--- src/rtl/vect_divide_pkg.sv ---
// Shared types and width helpers for the vector divider.
package vect_pkg;

    // Top-level sequencing states
    typedef enum logic [2:0] {
        IDLE = 3'd0,
        LOAD = 3'd1,
        ITER = 3'd2,
        FIX  = 3'd3,
        DONE = 3'd4
    } state_e;

    // Quotient returned for a zero divisor: all ones (-1), sliced to width
    localparam logic [63:0] DZ_QUOT_ALL = '1;

    // Dividend / quotient width for an element width m
    function automatic int dw(input int m);
        return 2 * m;
    endfunction

    // Partial remainder width: one guard bit above the divisor
    function automatic int rw(input int m);
        return m + 1;
    endfunction

    // Bit offset of element idx in a packed vector of width-bit elements
    function automatic int elem_off(input int idx, input int width);
        return idx * width;
    endfunction

endpackage

--- src/rtl/vect_divide_if.sv ---
// Request/result bundle between a vector-divide client and the divider.
interface vect_divide_if
    import vect_pkg::*;
#(
    parameter int N = 4,
    parameter int M = 4
);
    logic                  start;
    logic [N*dw(M)-1:0]    a_flat;
    logic [N*M-1:0]        b_flat;
    logic                  busy;
    logic                  done;
    logic [N*dw(M)-1:0]    q_flat;
    logic [N*M-1:0]        r_flat;
    logic [N-1:0]          dz;

    modport master (
        output start, a_flat, b_flat,
        input  busy, done, q_flat, r_flat, dz
    );

    modport slave (
        input  start, a_flat, b_flat,
        output busy, done, q_flat, r_flat, dz
    );
endinterface

--- src/rtl/vect_divide_div_core.sv ---
// One-element radix-2 restoring divider working on unsigned magnitudes.
// The quotient shift register starts holding the dividend; each step shifts
// one dividend bit into the partial remainder and one quotient bit in.
module div_core
    import vect_pkg::*;
#(
    parameter int M = 4
) (
    input  logic             clk,
    input  logic             rst,
    input  logic             load_i,
    input  logic             iter_i,
    input  logic [2*M-1:0]   a_mag_i,
    input  logic [M-1:0]     b_mag_i,
    output logic [2*M-1:0]   qmag_o,
    output logic [M-1:0]     rmag_o
);
    localparam int DW = dw(M);
    localparam int RW = rw(M);

    logic [RW-1:0] rem_q, rem_d;
    logic [DW-1:0] qsh_q, qsh_d;
    logic [M-1:0]  div_q;
    logic [RW:0]   shifted;
    logic [RW:0]   trial;
    logic          qbit;

    // Shift-in, trial subtract, keep the difference when it is non-negative
    always_comb begin
        shifted = {rem_q, qsh_q[DW-1]};
        trial   = shifted - {2'b00, div_q};
        qbit    = ~trial[RW];
        rem_d   = qbit ? trial[RW-1:0] : shifted[RW-1:0];
        qsh_d   = {qsh_q[DW-2:0], qbit};
    end

    // Operand load and per-cycle iteration registers
    always_ff @(posedge clk or posedge rst) begin
        if (rst) begin
            rem_q <= '0;
            qsh_q <= '0;
            div_q <= '0;
        end else if (load_i) begin
            rem_q <= '0;
            qsh_q <= a_mag_i;
            div_q <= b_mag_i;
        end else if (iter_i) begin
            rem_q <= rem_d;
            qsh_q <= qsh_d;
        end
    end

    // A restored remainder is always below the divisor, so M bits suffice
    assign qmag_o = qsh_q;
    assign rmag_o = rem_q[M-1:0];

endmodule

--- src/rtl/vect_divide.sv ---
// Signed element-wise vector divider: one shared restoring core walks the
// N elements in turn; quotient truncates toward zero, remainder follows
// the dividend's sign, zero divisors are flagged per element.
module vect_divide
    import vect_pkg::*;
#(
    parameter int N = 4,
    parameter int M = 4
) (
    input  logic          clk,
    input  logic          rst,
    vect_divide_if.slave  bus
);
    localparam int DW = dw(M);
    localparam int IW = (N > 1) ? $clog2(N) : 1;
    localparam int CW = $clog2(DW);

    state_e            state_q, state_d;
    logic [N*DW-1:0]   a_q;
    logic [N*M-1:0]    b_q;
    logic [IW-1:0]     idx_q;
    logic [CW-1:0]     cnt_q;
    logic              sign_q_q;
    logic              sign_r_q;
    logic              bzero_q;
    logic              busy_q;
    logic              done_q;

    logic [DW-1:0]     a_sel, a_mag, qmag, q_fix;
    logic [M-1:0]      b_sel, b_mag, rmag, r_fix;
    logic              last_elem;
    logic              iter_last;

    // Current element operands, their magnitudes and the signed fix-up
    always_comb begin
        a_sel     = a_q[elem_off(int'(idx_q), DW) +: DW];
        b_sel     = b_q[elem_off(int'(idx_q), M) +: M];
        a_mag     = a_sel[DW-1] ? (~a_sel + 1'b1) : a_sel;
        b_mag     = b_sel[M-1]  ? (~b_sel + 1'b1) : b_sel;
        q_fix     = bzero_q ? DZ_QUOT_ALL[DW-1:0]
                            : (sign_q_q ? (~qmag + 1'b1) : qmag);
        r_fix     = bzero_q ? a_sel[M-1:0]
                            : (sign_r_q ? (~rmag + 1'b1) : rmag);
        last_elem = (idx_q == IW'(N - 1));
        iter_last = (cnt_q == CW'(DW - 1));
    end

    div_core #(.M(M)) u_core (
        .clk     (clk),
        .rst     (rst),
        .load_i  (state_q == LOAD),
        .iter_i  (state_q == ITER),
        .a_mag_i (a_mag),
        .b_mag_i (b_mag),
        .qmag_o  (qmag),
        .rmag_o  (rmag)
    );

    // Sequencer state register
    always_ff @(posedge clk or posedge rst) begin
        if (rst) state_q <= IDLE;
        else     state_q <= state_d;
    end

    // Sequencer next state: one LOAD/ITER/FIX pass per element
    always_comb begin
        state_d = state_q;
        case (state_q)
            IDLE:    if (bus.start) state_d = LOAD;
            LOAD:    state_d = ITER;
            ITER:    if (iter_last) state_d = FIX;
            FIX:     state_d = last_elem ? DONE : LOAD;
            DONE:    state_d = IDLE;
            default: state_d = IDLE;
        endcase
    end

    // Operand latches, counters, sign bookkeeping and handshake flags
    always_ff @(posedge clk or posedge rst) begin
        if (rst) begin
            a_q      <= '0;
            b_q      <= '0;
            idx_q    <= '0;
            cnt_q    <= '0;
            sign_q_q <= 1'b0;
            sign_r_q <= 1'b0;
            bzero_q  <= 1'b0;
            busy_q   <= 1'b0;
            done_q   <= 1'b0;
        end else begin
            done_q <= 1'b0;
            case (state_q)
                IDLE: begin
                    if (bus.start) begin
                        a_q    <= bus.a_flat;
                        b_q    <= bus.b_flat;
                        idx_q  <= '0;
                        busy_q <= 1'b1;
                    end
                end
                LOAD: begin
                    sign_q_q <= a_sel[DW-1] ^ b_sel[M-1];
                    sign_r_q <= a_sel[DW-1];
                    bzero_q  <= (b_sel == '0);
                    cnt_q    <= '0;
                end
                ITER: cnt_q <= cnt_q + 1'b1;
                FIX: begin
                    if (last_elem) begin
                        busy_q <= 1'b0;
                        done_q <= 1'b1;
                    end else begin
                        idx_q <= idx_q + 1'b1;
                    end
                end
                default: ;
            endcase
        end
    end

    // Per-element result registers, written only in their own FIX cycle
    for (genvar gi = 0; gi < N; gi++) begin : g_elem
        logic [DW-1:0] q_elem_q;
        logic [M-1:0]  r_elem_q;
        logic          dz_elem_q;

        // Capture this element's fixed-up result
        always_ff @(posedge clk or posedge rst) begin
            if (rst) begin
                q_elem_q  <= '0;
                r_elem_q  <= '0;
                dz_elem_q <= 1'b0;
            end else if (state_q == FIX && idx_q == IW'(gi)) begin
                q_elem_q  <= q_fix;
                r_elem_q  <= r_fix;
                dz_elem_q <= bzero_q;
            end
        end

        assign bus.q_flat[elem_off(gi, DW) +: DW] = q_elem_q;
        assign bus.r_flat[elem_off(gi, M) +: M]   = r_elem_q;
        assign bus.dz[gi]                         = dz_elem_q;
    end

    assign bus.busy = busy_q;
    assign bus.done = done_q;

endmodule

--- src/flat_wrapper.sv ---
// flat-port wrapper written by rule: the top's interface ports become plain ports
module vect_divide_flat import vect_pkg::*;
#(
    parameter int N = 4,
    parameter int M = 4
)
  (clk, rst, bus_start, bus_a_flat, bus_b_flat, bus_busy, bus_done, bus_q_flat, bus_r_flat, bus_dz);
  vect_divide_if #(.N(N), .M(M)) bus_i ();
  input  logic clk;
  input  logic rst;
  input wire logic [$bits(bus_i.start)-1:0] bus_start;
  input wire logic [$bits(bus_i.a_flat)-1:0] bus_a_flat;
  input wire logic [$bits(bus_i.b_flat)-1:0] bus_b_flat;
  output wire logic [$bits(bus_i.busy)-1:0] bus_busy;
  output wire logic [$bits(bus_i.done)-1:0] bus_done;
  output wire logic [$bits(bus_i.q_flat)-1:0] bus_q_flat;
  output wire logic [$bits(bus_i.r_flat)-1:0] bus_r_flat;
  output wire logic [$bits(bus_i.dz)-1:0] bus_dz;
  assign bus_i.start = bus_start;
  assign bus_i.a_flat = bus_a_flat;
  assign bus_i.b_flat = bus_b_flat;
  assign bus_busy = bus_i.busy;
  assign bus_done = bus_i.done;
  assign bus_q_flat = bus_i.q_flat;
  assign bus_r_flat = bus_i.r_flat;
  assign bus_dz = bus_i.dz;
  vect_divide #(.N(N), .M(M)) u_core (.clk(clk), .rst(rst), .bus(bus_i));
endmodule
--- config.mk ---
export PLATFORM = sky130hd
export DESIGN_NAME = vect_divide_flat
export DESIGN_NICKNAME = d
export VERILOG_FILES = /design/src/rtl/vect_divide_pkg.sv /design/src/rtl/vect_divide_if.sv /design/src/rtl/vect_divide_div_core.sv /design/src/rtl/vect_divide.sv /design/src/flat_wrapper.sv
export SDC_FILE = /design/constraint.sdc
export NUM_CORES = 1
export LEC_CHECK = 0
export BUFFER_PORTS_ARGS = -buffer_cell sky130_fd_sc_hd__buf_2
export CORE_ASPECT_RATIO = 1.4
export CORE_MARGIN = 1.5
export CORE_UTILIZATION = 45
export CTS_CLUSTER_DIAMETER = 50
export DETAILED_ROUTE_END_ITERATION = 10
export PLACE_DENSITY_LB_ADDON = 0.25
export REMOVE_ABC_BUFFERS = 1
export SYNTH_ARGS = -nofsm -noshare
export SYNTH_HDL_FRONTEND = slang
export SYNTH_SLANG_ARGS = --single-unit
--- constraint.sdc ---
create_clock -name clk -period 4.7 [get_ports clk]
set_input_delay 1.41 -clock clk [delete_from_list [all_inputs] [get_ports clk]]
set_output_delay 1.41 -clock clk [all_outputs]
set_load 0.03 [all_outputs]
==> results.md <==
Floorplan:
- The die span in x is 100 µm.
- The floorplan die height is 139 µm.
- Row generation in the floorplan step produced 49 rows.
- The die area is 0.0139 mm².
- For this design the top-level I/O count stands at 105.
- The area of the core is 0.0129 mm².
- Once the floorplan was initialized, standard cells occupied 46.1% of the core.

Clock network:
- The number of buffers inserted during clock tree synthesis is 17.
- Hold repair after CTS inserted 0 buffers.
- The H-tree was split into 4 levels.
- The number of gates resized after cts is 0.
- The tree built by TritonCTS fans out to 130 sinks.
- TritonCTS built the clock tree.
- After clock tree synthesis, the clock-pin slew on the worst setup and hold paths is 0.06 ns.
- The buffer cell driving the clock tree root is sky130_fd_sc_hd__clkbuf_16.
- In this run the post-CTS setup repair buffer count came out at 0.
- The buffer depth of the longest clock path is 2.
- At the later pin of the worst-skew pair, clock insertion delay measures 0.41 ns.

Timing:
- In this run the tightest slew margin relative to its limit is 34.5%.
- The clock skew after layout is 0.00766 ns.
- The final max-slew violation count is 0.
- Setup repair after global routing left no endpoint under its margin.
- Counting I/O delays and the setup requirement, the final critical path takes 2.72 ns.
- Adding up every negative setup slack in the final design gives 0 ns.
- The final cycle utilization of the critical path is 58.0%.
- For the pin with the worst max-slew slack, the measured transition is 0.982 ns.
- The number of failing hold endpoints at the final stage is 0.
- Setup violations remaining at the end of the flow were counted as 0.
- The highest attainable clock frequency is 367 MHz.
- Hold is met by 0.469 ns.

Status:
- The run finished with clean final reports.

Finish:
- The layout overhead on the synthesized area is 19.6%.
- The number of antenna diodes in the final layout is 0.
- The total of fill cells in the finished design is 1141.
- The layout net count is 667.
- Excluding fillers, the count of instances in the completed layout stands at 767.
- Of the cells placed in the final design, the portion with a size suffix greater than 1 is 32.9%.

Synthesis:
- The dominant synthesized flop cell is sky130_fd_sc_hd__dfrtp_1.
- The combinational family with the most area after synthesis is multiplexers.
- Counting distinct cell types in the post-synthesis netlist gives 51.
- The number of instances in the synthesized netlist is 507.
- The yosys synthesis warning count is 0.
- Synthesis inferred 130 register bits.
- The share of flip-flops with an asynchronous set or reset after synthesis is 100%.
- The post-synthesis instance area is 0.00593 mm².
- The mux contribution to synthesized area is 16.0%.
- After synthesis, the mean cell area works out to 11.7 µm².
- The share of the Yosys chip area taken by registers is 54.9%.
- The number of enable flip-flop cells after synthesis is 0.
- Of the total synthesized cell area, the portion taken by full adders, half adders and majority gates is 3.29%.
- The fraction of the mapped netlist area in compound gates is 9.73%.
- Of the total synthesized cell area, the portion taken by AND, OR, NAND and NOR gates is 9.87%.
- The synthesized netlist devotes 2.36% of its cell area to XOR and XNOR gates.

Placed design:
- The final weighted congestion of routability-driven global placement is 0.816.
- The placed wire-length estimate after detailed placement is 8.74 mm.
- Buffers placed on the I/O ports in this run total 104.
- The number of placed instances with taps included is 735.

GRT:
- The first global-routing pass estimated 21.2 mm of wire.
- The initial antenna violation count is 0.
- In the global route stage, overall resource usage came out at 19.5%.
- The largest net degree at the start of global routing is 80.
- The via count of the first global-routing pass was 4282.
- Global routing finished with a remaining overflow of 0.

Pwr:
- The total chip power is 5.71 mW.
- The worst-case IR drop observed on VDD is 0.369 mV.
- The reported leakage power is 3.33 nW.
- The power density over cell area is 806 mW/mm².

Detailed routing:
- The length of the first detailed-routing pass in iterations is 4.
- The residual antenna-violating net count after detailed routing is 0.
- After detailed routing, the number of remaining DRC violations is 0.
- In the final routed layout, each cell accounts on average for 16.6 µm.
- The via density per instance is 5.45.
- The number of DRC violations after detailed-routing iteration 0 is 190.
- The total routed wirelength is 12.7 mm.
- The total number of vias is 4178.

Worst setup path:
- The kind of start point of the critical path is a flop.
- The peak fanout along the critical path is 16.
- The nature of the critical path endpoint is a flop.
- The arrival time of the worst setup path is 3.05 ns.
- The required time at the worst-slack endpoint is 5.02 ns.
- The critical path is of the flop to flop type.

Run:
- The max-cap check violation count is 0.

Worst hold path:
- The class of the tightest hold or removal check is flop to flop.
through the flow:
stage               cell area, µm²  util [%]  setup slack (ns)
global route                  7090      55.1              1.73
floorplan                     5770         -             -2.56
CTS                           7090      55.1              1.94
detailed placement            6520      50.6              1.90
global placement              6520      50.6              1.97
finish                        7090      55.1              1.98
power by group:
| group | internal, mW | switching, mW | total, mW |
|---|---|---|---|
| clock | 0.778 | 0.498 | 1.28 |
| sequential | 1.59 | 0.378 | 1.97 |
| combinational | 1.00 | 1.47 | 2.47 |
| total | 3.37 | 2.35 | 5.71 |
layer usage:
metal	vias up	part of all wire, %	routed length, µm	track usage (%)
li1	1961	-	-	-
met1	2060	44	5630	24.9
met4	0	2.1	263	9.49
met5	-	0	0	0
met3	21	4.4	558	4.69
met2	136	49	6240	31.2
cell usage in the layout (no fill, tap or decap), drive strengths merged, types with 5 or more instances in the layout:
master,count
dfrtp,130
buf,106
nand2,81
o21ai,61
mux2,53
inv,19
clkbuf,19
nor2,18
ha,14
xnor2,13
mux4,12
a21oi,8
o31ai,6
mux2i,6
clkinv,6
nor2b,5
and3,5
clkinvlp,5
registers in the layout, indices dropped and copies added (netlist names), 4 cells and up:
name                     flops
u_core.u_core.qmag_o         8
u_core.b_q                  16
u_core.u_core.div_q          4
u_core.g_elem.dz_elem_q      4
u_core.u_core.rem_q          5
u_core.g_elem.q_elem_q      32
u_core.g_elem.r_elem_q      16
u_core.a_q                  32
area by class of cell:
cell class,count,area (µm²),area share [%]
sequential,130,3250,45.9
multi-input combinational,327,2450,34.6
timing repair buffer,106,548,7.73
clock buffer,19,433,6.10
tap,153,191,2.70
clock inverter,13,139,1.96
inverter,19,73.8,1.04
worst max-delay path, cell delays in order, from the launching register on:
cell and delay [ns]:
sky130_fd_sc_hd__dfrtp_1 0.87, sky130_fd_sc_hd__mux4_1 0.70, sky130_fd_sc_hd__inv_1 0.10, sky130_fd_sc_hd__ha_1 0.15, sky130_fd_sc_hd__inv_1 0.08, sky130_fd_sc_hd__o31ai_1 0.32
sky130_fd_sc_hd__xnor2_1 0.16, sky130_fd_sc_hd__nor2_1 0.07, sky130_fd_sc_hd__a31oi_1 0.18
logic make-up (layout without fill, tap and decap cells):
group	count (synthesis)	in the layout
DFF	130	130
muxes	71	71
adders and majority gates	15	15
and+or+nand+nor	129	129
buffers and inverters	50	157
xor gates and xnor gates	16	16
AOI/OAI and AO/OA	96	96
synth_stat cells, drive strengths merged, types with 5 or more instances:
cell	instances	area, µm²
and3	5	31.3
xnor2	13	114
clkbuf	17	63.8
mux4	12	293
mux2	53	597
a21oi	8	40.0
nand2	81	304
inv	19	71.3
nor2b	5	31.3
dfrtp	130	3250
ha	14	175
buf	14	95.1
nor2	18	67.6
o21ai	61	305
o31ai	6	45.0
mux2i	6	60.1
path summary, 6_finish.rpt:
check	from	to	slack (ns)	depth (start not counted)
min	u_core.g_elem[3].q_elem_q[2]	u_core.g_elem[3].q_elem_q[2]	0.47	2
max reg2reg	u_core.idx_q[0]	u_core.u_core.qmag_o[4]	1.98	8
min reg2reg	u_core.g_elem[3].q_elem_q[2]	u_core.g_elem[3].q_elem_q[2]	0.47	2
max	u_core.idx_q[0]	u_core.u_core.qmag_o[4]	1.98	8
min in group asynchronous	rst	u_core.a_q[23]	1.21	2
max in group asynchronous	rst	u_core.u_core.rem_q[1]	2.65	3
No activity file was read; power rests on OpenSTA's default activity.
